===== src/rtl/hazard_ctrl.sv =====
// Pipeline hazard and forwarding controller for the 5-stage core.
// Produces stall/bubble/flush controls, EX operand forwarding selects, the
// taken-branch PC redirect, saturating performance counters and a sticky
// memory-wait timeout flag. Controls are combinational from state + inputs.
module hazard_ctrl #(
  parameter int unsigned RFIDX_WIDTH = 5,
  parameter int unsigned PC_SIZE     = 32,
  parameter int unsigned CNT_W       = 16,
  parameter int unsigned MEM_TIMEOUT = 255
) (
  input  logic                   clk,
  input  logic                   rst_n,
  input  logic [RFIDX_WIDTH-1:0] id_rs1_index,
  input  logic [RFIDX_WIDTH-1:0] id_rs2_index,
  input  logic                   id_rs1_used,
  input  logic                   id_rs2_used,
  input  logic [RFIDX_WIDTH-1:0] ex_rs1_index,
  input  logic [RFIDX_WIDTH-1:0] ex_rs2_index,
  input  logic [RFIDX_WIDTH-1:0] ex_rd_index,
  input  logic                   ex_mem_read,
  input  logic                   ex_reg_write,
  input  logic                   ex_branch_taken,
  input  logic [PC_SIZE-1:0]     ex_branch_target,
  input  logic [RFIDX_WIDTH-1:0] mem_rd_index,
  input  logic                   mem_reg_write,
  input  logic [RFIDX_WIDTH-1:0] wb_rd_index,
  input  logic                   wb_reg_write,
  input  logic                   mem_busy,
  input  logic                   cnt_clr,
  output logic                   pc_stall,
  output logic                   if_id_stall,
  output logic                   if_id_flush,
  output logic                   id_ex_stall,
  output logic                   id_ex_bubble,
  output logic                   ex_mem_stall,
  output logic [1:0]             fwd_a_sel,
  output logic [1:0]             fwd_b_sel,
  output logic                   redirect_valid,
  output logic [PC_SIZE-1:0]     redirect_pc,
  output logic [CNT_W-1:0]       stall_cycles,
  output logic [CNT_W-1:0]       flush_events,
  output logic                   mem_timeout_err
);

  // Timeout counter is wide enough to hold MEM_TIMEOUT and saturates there.
  localparam int unsigned TW = (MEM_TIMEOUT < 2) ? 1 : $clog2(MEM_TIMEOUT + 1);
  localparam logic [TW-1:0]    TMAX    = TW'(MEM_TIMEOUT);
  localparam logic [CNT_W-1:0] CNT_MAX = '1;

  typedef enum logic [1:0] {StRun, StLstall, StMwait, StFlushed} state_e;

  state_e           state_q, state_d;
  logic [TW-1:0]    tcnt_q, tcnt_d;
  logic [CNT_W-1:0] stall_q, stall_d;
  logic [CNT_W-1:0] flush_q, flush_d;
  logic             err_q, err_d;

  logic load_use;
  logic branch_ok;
  logic lu_ok;

  // MWAIT without busy behaves as RUN, so only FLUSHED masks the branch and
  // only LSTALL masks a repeated load-use.
  assign load_use = ex_mem_read && ex_reg_write && (ex_rd_index != '0) &&
                    ((id_rs1_used && (id_rs1_index == ex_rd_index)) ||
                     (id_rs2_used && (id_rs2_index == ex_rd_index)));
  assign branch_ok = ex_branch_taken && (state_q != StFlushed);
  assign lu_ok     = load_use && (state_q != StLstall);

  // State and counter registers with synchronous reset.
  always_ff @(posedge clk) begin
    if (!rst_n) begin
      state_q <= StRun;
      tcnt_q  <= '0;
      stall_q <= '0;
      flush_q <= '0;
      err_q   <= 1'b0;
    end else begin
      state_q <= state_d;
      tcnt_q  <= tcnt_d;
      stall_q <= stall_d;
      flush_q <= flush_d;
      err_q   <= err_d;
    end
  end

  // Next-state selection; priority is mem_busy, then branch, then load-use.
  always_comb begin
    state_d = StRun;
    if (mem_busy) begin
      state_d = StMwait;
    end else if (branch_ok) begin
      state_d = StFlushed;
    end else if (lu_ok) begin
      state_d = StLstall;
    end
  end

  // Control outputs, forced to zero while reset is asserted.
  always_comb begin
    pc_stall       = 1'b0;
    if_id_stall    = 1'b0;
    if_id_flush    = 1'b0;
    id_ex_stall    = 1'b0;
    id_ex_bubble   = 1'b0;
    ex_mem_stall   = 1'b0;
    redirect_valid = 1'b0;
    redirect_pc    = '0;
    fwd_a_sel      = 2'b00;
    fwd_b_sel      = 2'b00;
    if (rst_n) begin
      if (mem_busy) begin
        pc_stall     = 1'b1;
        if_id_stall  = 1'b1;
        id_ex_stall  = 1'b1;
        ex_mem_stall = 1'b1;
      end else if (branch_ok) begin
        redirect_valid = 1'b1;
        redirect_pc    = ex_branch_target;
        if_id_flush    = 1'b1;
        id_ex_bubble   = 1'b1;
      end else if (lu_ok) begin
        pc_stall     = 1'b1;
        if_id_stall  = 1'b1;
        id_ex_bubble = 1'b1;
      end

      if (mem_reg_write && (mem_rd_index != '0) && (mem_rd_index == ex_rs1_index)) begin
        fwd_a_sel = 2'b01;
      end else if (wb_reg_write && (wb_rd_index != '0) && (wb_rd_index == ex_rs1_index)) begin
        fwd_a_sel = 2'b10;
      end

      if (mem_reg_write && (mem_rd_index != '0) && (mem_rd_index == ex_rs2_index)) begin
        fwd_b_sel = 2'b01;
      end else if (wb_reg_write && (wb_rd_index != '0) && (wb_rd_index == ex_rs2_index)) begin
        fwd_b_sel = 2'b10;
      end
    end
  end

  // Counter, timeout and sticky error next-state; cnt_clr beats increment.
  always_comb begin
    tcnt_d  = '0;
    stall_d = stall_q;
    flush_d = flush_q;
    err_d   = err_q;
    if (mem_busy) begin
      tcnt_d = (tcnt_q == TMAX) ? tcnt_q : tcnt_q + TW'(1);
    end
    if (cnt_clr) begin
      stall_d = '0;
      flush_d = '0;
      err_d   = 1'b0;
    end else begin
      if (pc_stall && (stall_q != CNT_MAX)) begin
        stall_d = stall_q + CNT_W'(1);
      end
      if (redirect_valid && (flush_q != CNT_MAX)) begin
        flush_d = flush_q + CNT_W'(1);
      end
      // Set on the edge where the busy run reaches MEM_TIMEOUT cycles.
      if (mem_busy && (tcnt_d == TMAX)) begin
        err_d = 1'b1;
      end
    end
  end

  assign stall_cycles    = stall_q;
  assign flush_events    = flush_q;
  assign mem_timeout_err = err_q;

endmodule


===== config.mk =====
export PLATFORM = sky130hd
export DESIGN_NAME = hazard_ctrl
export DESIGN_NICKNAME = d
export VERILOG_FILES = /design/src/rtl/hazard_ctrl.sv
export SDC_FILE = /design/constraint.sdc
export NUM_CORES = 1
export LEC_CHECK = 0
export CAP_MARGIN = 40
export CORE_ASPECT_RATIO = 0.75
export CORE_MARGIN = 1.5
export CORE_UTILIZATION = 35
export CTS_BUF_LIST = sky130_fd_sc_hd__clkbuf_16
export DETAILED_ROUTE_END_ITERATION = 6
export GPL_ROUTABILITY_DRIVEN = 0
export GPL_TIMING_DRIVEN = 0
export PLACE_DENSITY = 0.74
export SYNTH_ARGS = -nofsm -noshare
export SYNTH_HDL_FRONTEND = slang
export SYNTH_SLANG_ARGS = --single-unit

===== constraint.sdc =====
create_clock -name clk -period 5.23 [get_ports clk]
set_clock_uncertainty 0.2 [all_clocks]
set_input_delay 1.046 -clock clk [delete_from_list [all_inputs] [get_ports clk]]
set_output_delay 1.046 -clock clk [all_outputs]
set_load 0.02 [all_outputs]

======== Word-level counts from Yosys, hierarchy flattened ========
Cells that the tools add are included.
word-level totals
  output and inout port bits .............. 76
  bits in registers ....................... 43
  word-level logic and storage cells ...... 70
  bits of input ports ..................... 78
cells by class
  equal/unequal tests ..................... 12
  bitwise logic cells ..................... 1
  reduce and logical (&&, ||, !) cells .... 22
  $add $sub $neg .......................... 3
  multiplexer cells ....................... 26
operators with widths
  operator                 count
  $mux W32                 3
  $add A16 B1 Y16 const B  2
  $ne A16 B16 Y1 const B   2
  $eq A5 B5 Y1             6
  $eq A8 B8 Y1 const B     2
  $logic_and A1 B1 Y1      16
  $mux W2                  8
  $mux W8                  2
  $reduce_bool A5 Y1       3
  $mux W1                  13
  $add A8 B1 Y8 const B    1
  $reduce_or A2 Y1         2
  $ne A2 B1 Y1 const B     1
  $ne A2 B2 Y1 const B     1
  $logic_or A1 B1 Y1       1
  $not A1 Y1               1

======== Longest topological paths before layout ========
Gate-level depths: netlist of run 1.
  depth in word-level cells ............... 10
  depth in mapped cells ................... 8
  gate-level depth less buffers ........... 7

======== Worst setup path after synthesis of run 1 ========
OpenSTA, ideal clock, no wires.
  path kind ............................... in2out
  from .................................... in mem_rd_index[1]
  to ...................................... out fwd_a_sel[1]
  path slack .............................. 1.421 ns
  arrival time ............................ 2.563 ns
  buffers on the path ..................... 0
  required time ........................... 3.984 ns
  stages .................................. 4
  cell sequence ........................... or4_1 -> o21ai_0 -> nor4_1 -> nor4_1
on the way
  cells in the longest elaborated chain, start to end .. 5
  elaborated cells on any way between the ends .. 6
  classes of those cells .................. eq/ne: 1; mux: 2; reduce/logical: 3
ends and longest elaborated chain
  element                RTL line  text
  from (decl)            24        input logic [RFIDX_WIDTH-1:0] mem_rd_index,
  $reduce_bool A5 Y1     128       if (mem_reg_write && (mem_rd_index != '0) && (mem_rd_index == ex_rs1_index)) begin
  $logic_and A1 B1 Y1    128
  $logic_and A1 B1 Y1 *  128
  $mux W2 *              128
  $mux W2 *              111       if (rst_n) begin
  to (decl)              36        output logic [1:0] fwd_a_sel,
Mark *: on every way between the ends. The rest lies on a longest branch, timed or not.

======== Worst setup path after layout of run 1 ========
  from .................................... in mem_rd_index[1]
  to ...................................... out fwd_b_sel[1]
on the way
  cells in the longest elaborated chain, start to end .. 5
  elaborated cells on any way between the ends .. 6
  classes of those cells .................. eq/ne: 1; mux: 2; reduce/logical: 3
ends and longest elaborated chain
  element                RTL line  text
  $reduce_bool A5 Y1     134       if (mem_reg_write && (mem_rd_index != '0) && (mem_rd_index == ex_rs2_index)) begin
  $logic_and A1 B1 Y1    134
  $logic_and A1 B1 Y1 *  134
  $mux W2 *              134
  $mux W2 *              111
  to (decl)              37        output logic [1:0] fwd_b_sel,
Marked as above.

==> qor.txt, run 1 <==
Worst setup margin: 0.522 ns
Clk Latency, worst-skew pair: 0.29 ns
Diodes inserted: 0
H-tree levels: 2
Final ANT Viol Nets: 0
Top sig layer: met4
Seq cells post-synth: 43
Drc violations: 0
Place WS: 0.511 ns
Initial antenna violation count: 0
CP startpoint kind: input port
Worst-Margin Slew: 0.518 ns
Hold Crit Class: register to register
Clock tree from TritonCTS: done
Final setup vio count: 0
Crit-path cells: clkdlybuf4s50_1 -> or4_1 -> o21ai_0 -> nor4_1 -> nor4_1 -> clkdlybuf4s50_1
Ratio of cells with drive above 1 in the final layout: 0.0455
Hold Path End: mem_timeout_err
Worst path required time: 3.98 ns
Outcome: completed
Hold Path Cell Cnt: 2
Root Buffer: clkbuf_16
Post-CTS Resized: 0
CP bufs+invs: 2
Tot GR Track Use: 0.189
R2R depth: 7
Final WL: 8440 um
Critical path class: input port to output port
Cell depth of the worst setup path: 6
Wirelength per Cell: 13.8 um
Max clock buf depth: 2
Final-layout fill cell count: 733
Setup bufs post-CTS: 0
CP Max Fanout: 3
Die Y: 80.6 um
Syn nets: 426
Largest net degree at the start of global routing: 14
Starting density of the core: 0.358
Unrepaired setup endpoints after global routing: false
Synthesized cell area: 2810 um^2
Metal1 wirelength: 4110 um
Area delta synth->final: 64.3%
Slowest cell on the critical path: clkdlybuf4s50_1
Cts hold-fix bufs: 0
Worst path max stage delay: 0.68 ns
Static Leak: 1.53 nW
Die Area: 8570 um^2
First-pass DRT Iterations: 4
Initial drt markers: 112
RR Endpoint: flush_events[14]
Final-report hold violation count: 0
Critical path arrival: 3.46 ns
Mean Syn Cell Area: 8.14 um^2
FMAX: 0.212 GHz
Max Cap Viol: 0
GR Overflow Total: 0
Sequential area share after synthesis: 0.307
TNS Setup: 0 ns
First-pass GRT wire length: 13,200 um
Delay-heaviest family, CP: buffers and inverters
Yosys warning total: 0
Std cell rows: 28
Routed wl met3: 422 um
Distinct cell type count after synthesis: 44
Vias in the first global route: 2,765
CP endpoint kind: output port
Pwr dens: 172 nW/um^2
Relative slew margins: 0.654
Clock sink count: 43
VDD IR max: 0.107 mV
Cell count after synthesis: 345
CORE AREA: 7850 um^2
DIE WIDTH: 106 um
Port Buf Inserts: 153
Power Total: 0.791 mW
Fin crit share: 0.900
Vias: 3,020
Nets: 586
Slew Limit Fails: 0
FF-to-FF setup slack: 2.84 ns
Num CTS Buffers: 5
Via-to-Cell Ratio: 4.94
Worst reg2reg startpoint: flush_events[3]
Hpwl dp: 6760 um
DR WL met2: 3850 um
Clock transition at path regs: 0.06 ns
Fin crit period: 4.71 ns
Hold_sp: mem_timeout_err
I/O pin count: 154
==> cell usage after synthesis (all sizes together) <==
cell    count  area (um^2)
nor2       33          126
nor2b       1         6.26
nor4       10         62.6
nand3      25          125
ha          3         37.5
nand2      17         63.8
inv        10         37.5
nand2b      6         37.5
and3        4         35.0
nand4       6         37.5
or2b        1         7.51
a311oi      1         8.76
dfxtp      43          861
a21oi      17         85.1
or3         2         12.5
and2       35          221
o21ai       4         20.0
buf         7         55.1
and2b       1         10.0
a21boi      2         15.0
xor2       19          166
nor3        7         35.0
clkbuf     10         37.5
o31ai      10         75.1
or4        13         97.6
a31oi       2         27.5
mux2i       8         80.1
a211oi      1         7.51
xnor2      31          272
o211ai      2         15.0
and4        6         55.1
o22ai       1         12.5
nor3b       1         7.51
nor4b       4         35.0
a41oi       1         8.76
a21bo       1         10.0
==> worst register-to-register path, delay by kind of cell (launching register included) <==
kind	cells	cell delay, ns
and+or+nand+nor	4	0.66
AOI/OAI and AO/OA	1	0.48
xor gates and xnor gates	1	0.15
buffers and inverters	1	0.32
DFF	1	0.44
==> state kept, by name, indices dropped and copies added, names as in the netlist <==
name	count
flush_events	16
mem_timeout_err	1
stall_cycles	16
state_q	2
tcnt_q	8
==> cells in the final DEF (no fill, tap or decap), drive strengths merged, types with 2 or more instances in the layout <==
master and n:
dfxtp 43, buf 7, clkdlybuf4s50 153, a21boi 2
inv 11, or3 2, and3 4, o211ai 2
nand2 17, ha 3, mux2i 8, a31oi 2
nor3 7, nor4b 4, a21oi 17, and2 35
nand2b 6, o21ai 4, nor4 10, o31ai 10
nand3 25, clkbuf 15, nand4 6, xnor2 31
xor2 19, and4 6, nor2 33, or4 13
==> cell type report <==
| cell class | count | area (um^2) | share of cell area |
|---|---|---|---|
| tap | 105 | 131 | 0.0285 |
| clock inverter | 3 | 16.3 | 0.00353 |
| sequential | 43 | 861 | 0.187 |
| multi-input combinational | 275 | 1820 | 0.394 |
| clock buffer | 5 | 125 | 0.0271 |
| inverter | 10 | 37.5 | 0.00814 |
| buffer | 17 | 92.6 | 0.0201 |
| timing repair buffer | 153 | 1530 | 0.332 |
==> per-stage QoR <==
| stage | hold slack, ns | util | instances | cell area (um^2) |
|---|---|---|---|---|
| floorplan | 0.316 | - | 345 | 2810 |
| global placement | 0.265 | 0.570 | 603 | 4470 |
| detailed placement | 0.267 | 0.570 | 603 | 4470 |
| CTS | 0.295 | 0.588 | 611 | 4610 |
| global route | 0.326 | 0.588 | 611 | 4610 |
| finish | 0.293 | 0.588 | 611 | 4610 |
==> logic make-up (layout without fill, tap and decap cells) <==
kind of cell	count (synthesis)	after routing	synth area share
flops	43	43	0.307
buf+inv	27	188	0.0463
compound gates	42	42	0.102
fa+ha+maj	3	3	0.0134
mux	8	8	0.0285
xor+xnor	50	50	0.156
simple gates	172	172	0.348
==> routing by layer <==
metal | vias to the layer above | GRT usage
met2 | 79 | 0.303
met1 | 1396 | 0.265
li1 | 1538 | -
met3 | 7 | 0.0357
met5 | - | 0
met4 | 0 | 0.0360
==> where the power goes <==
part           total (mW)  internal (mW)  leakage (nW)  switching, mW
combinational       0.157         0.0925          1.11         0.0641
clock               0.303          0.174        0.0710          0.128
sequential          0.332          0.330         0.347        0.00228
==> how the worst max path moves through the flow <==
stage                     from            to
2_1_floorplan  mem_rd_index[1]  fwd_a_sel[1]
3_3_place_gp   mem_rd_index[2]  fwd_b_sel[1]
3_5_place_dp   mem_rd_index[1]  fwd_b_sel[1]
4_1_cts        mem_rd_index[1]  fwd_b_sel[1]
5_1_grt        mem_rd_index[1]  fwd_b_sel[1]
6_report       mem_rd_index[1]  fwd_b_sel[1]
Note: power is estimated with default switching activity, not from simulation.
==> inputs of run 2 (changes only) <==
--- a/config.mk
+++ b/config.mk
@@ -13,6 +13,7 @@
 export DETAILED_ROUTE_END_ITERATION = 6
 export GPL_ROUTABILITY_DRIVEN = 0
 export GPL_TIMING_DRIVEN = 0
+export HOLD_SLACK_MARGIN = 0.15
 export PLACE_DENSITY = 0.74
 export SYNTH_ARGS = -nofsm -noshare
 export SYNTH_HDL_FRONTEND = slang
==> results of run 2 <==
Same layout as run 1: the final DEF is identical, and so are final timing and power.
==> inputs of run 3 (changes only) <==
--- a/config.mk
+++ b/config.mk
@@ -8,13 +8,13 @@
 export CAP_MARGIN = 40
 export CORE_ASPECT_RATIO = 0.75
 export CORE_MARGIN = 1.5
-export CORE_UTILIZATION = 35
+export CORE_UTILIZATION = 42
 export CTS_BUF_LIST = sky130_fd_sc_hd__clkbuf_16
 export DETAILED_ROUTE_END_ITERATION = 6
 export GPL_ROUTABILITY_DRIVEN = 0
 export GPL_TIMING_DRIVEN = 0
 export HOLD_SLACK_MARGIN = 0.15
-export PLACE_DENSITY = 0.74
+export PLACE_DENSITY = 0.86
 export SYNTH_ARGS = -nofsm -noshare
 export SYNTH_HDL_FRONTEND = slang
 export SYNTH_SLANG_ARGS = --single-unit
==> run 3 against run 2 <==
  * Sequential share of layout area is 0.13 points higher
  * Critical path type unchanged
  * Non-clock buffer count stayed put
  * Clock-buffer cell count stayed put
  * Worst hold slack got worse by 0.0089 ns
  * Total power decreased by 0.29%
  * Final area decreased by 0.68%
  * Global-route usage increased by 4.8 points
  * Wire length grew 2.5%
==> qor.txt, run 3 (synthesis gave the netlist of run 1 again) <==
Clock sink count: 43
Area delta synth->final: 63.1%
Num CTS Buffers: 5
H-tree levels: 2
Drc violations: 0
Unrepaired setup endpoints after global routing: false
Via-to-Cell Ratio: 5.22
CP startpoint kind: input port
Worst path required time: 3.98 ns
Slew Limit Fails: 0
Commonest cells after routing, fill and taps aside: clkdlybuf4s50_1, dfxtp_1, and2_1
Final setup vio count: 0
Final-report hold violation count: 0
Max clock buf depth: 2
Setup bufs post-CTS: 0
Vias in the first global route: 2,859
Clock transition at path regs: 0.06 ns
Clock tree from TritonCTS: done
Initial antenna violation count: 0
DP Area: 4440 um^2
DIE WIDTH: 97.4 um
Cts hold-fix bufs: 0
Post-CTS Resized: 0
Most common cell after layout, fill and taps aside: clkdlybuf4s50_1
Top sig layer: met4
Std cell rows: 25
GR Overflow Total: 0
First-pass GRT wire length: 13,700 um
Metal1 wirelength: 3770 um
Diodes inserted: 0
Ratio of cells with drive above 1 in the final layout: 0.0474
Hold Crit Class: register to register
Wirelength per Cell: 14.7 um
Fin crit period: 4.69 ns
Pwr dens: 172 nW/um^2
Final ANT Viol Nets: 0
Starting density of the core: 0.440
Initial drt markers: 150
CP endpoint kind: output port
Final WL: 8650 um
Max Cap Viol: 0
Fin area: 4580 um^2
Largest net degree at the start of global routing: 14
Fin crit share: 0.898
Static Leak: 1.53 nW
First-pass DRT Iterations: 4
Routed wl met3: 602 um
Clk Latency, worst-skew pair: 0.28 ns
Critical path arrival: 3.45 ns
Die Y: 73.8 um
I/O pin count: 154
FMAX: 0.213 GHz
Finished Layout Cells: 587
Power Total: 0.789 mW
Tot GR Track Use: 0.236
Outcome: completed
Nets: 586
Port Buf Inserts: 153
TNS Setup: 0 ns
Die Area: 7190 um^2
Hpwl dp: 6950 um
Critical path class: input port to output port
Root Buffer: clkbuf_16
Vias: 3,062
CP Max Fanout: 10
VDD IR max: 0.144 mV
Worst-Margin Slew: 0.502 ns
DR WL met2: 4180 um
Inst Count DP: 579
Relative slew margins: 0.661
CORE AREA: 6380 um^2
run 3: changes by cell type in the layout (fill, tap and decap cells not counted), sizes merged:
cell,before,now
clkinv,1,3
clkinvlp,1,0
inv,11,10
run 3: power by group:
| group | switching (mW) | internal (mW) | leakage, nW | total [mW] |
|---|---|---|---|---|
| combinational | 0.0637 | 0.0924 | 1.11 | 0.156 |
| clock | 0.126 | 0.174 | 0.0733 | 0.301 |
| sequential | 0.00253 | 0.330 | 0.347 | 0.332 |
| total | 0.193 | 0.596 | 1.53 | 0.789 |
run 3: critical path, stage by stage:
cell and delay [ns]:
clkdlybuf4s50_1 0.67, nand2b_1 0.24, nor2_2 0.29, clkbuf_1 0.31, and2_1 0.25, clkdlybuf4s50_1 0.63
run 3: metrics by stage:
step | hold WS, ns | setup slack, ns | util
2_1_floorplan | 0.316 | 1.42 | -
3_3_place_gp | 0.265 | 0.610 | 0.696
3_5_place_dp | 0.263 | 0.581 | 0.696
4_1_cts | 0.286 | 0.577 | 0.718
5_1_grt | 0.314 | 0.384 | 0.718
6_report | 0.284 | 0.535 | 0.718
run 3: area by class of cell:
type / count / area (um^2)
multi-input combinational: 275 / 1820
fill: 500 / 1800
timing repair buffer: 153 / 1530
sequential: 43 / 861
clock buffer: 5 / 125
tap: 81 / 101
buffer: 17 / 92.6
inverter: 10 / 37.5
clock inverter: 3 / 15.0
run 3: final timing paths:
check                                      from         endpoint  slack, ns  cells past startpoint
worst max-delay path                      rst_n  redirect_pc[10]       0.54                      6
worst min-delay path            mem_timeout_err  mem_timeout_err       0.28                      2
worst max register to register  flush_events[3]  flush_events[9]       2.81                      7
worst min register to register  mem_timeout_err  mem_timeout_err       0.28                      2
run 3: metal layers:
metal  track usage  up-vias
li1              -     1534
met1         0.304     1400
met2         0.400      117
met3        0.0580       11
met4        0.0635        0
met5             0        -
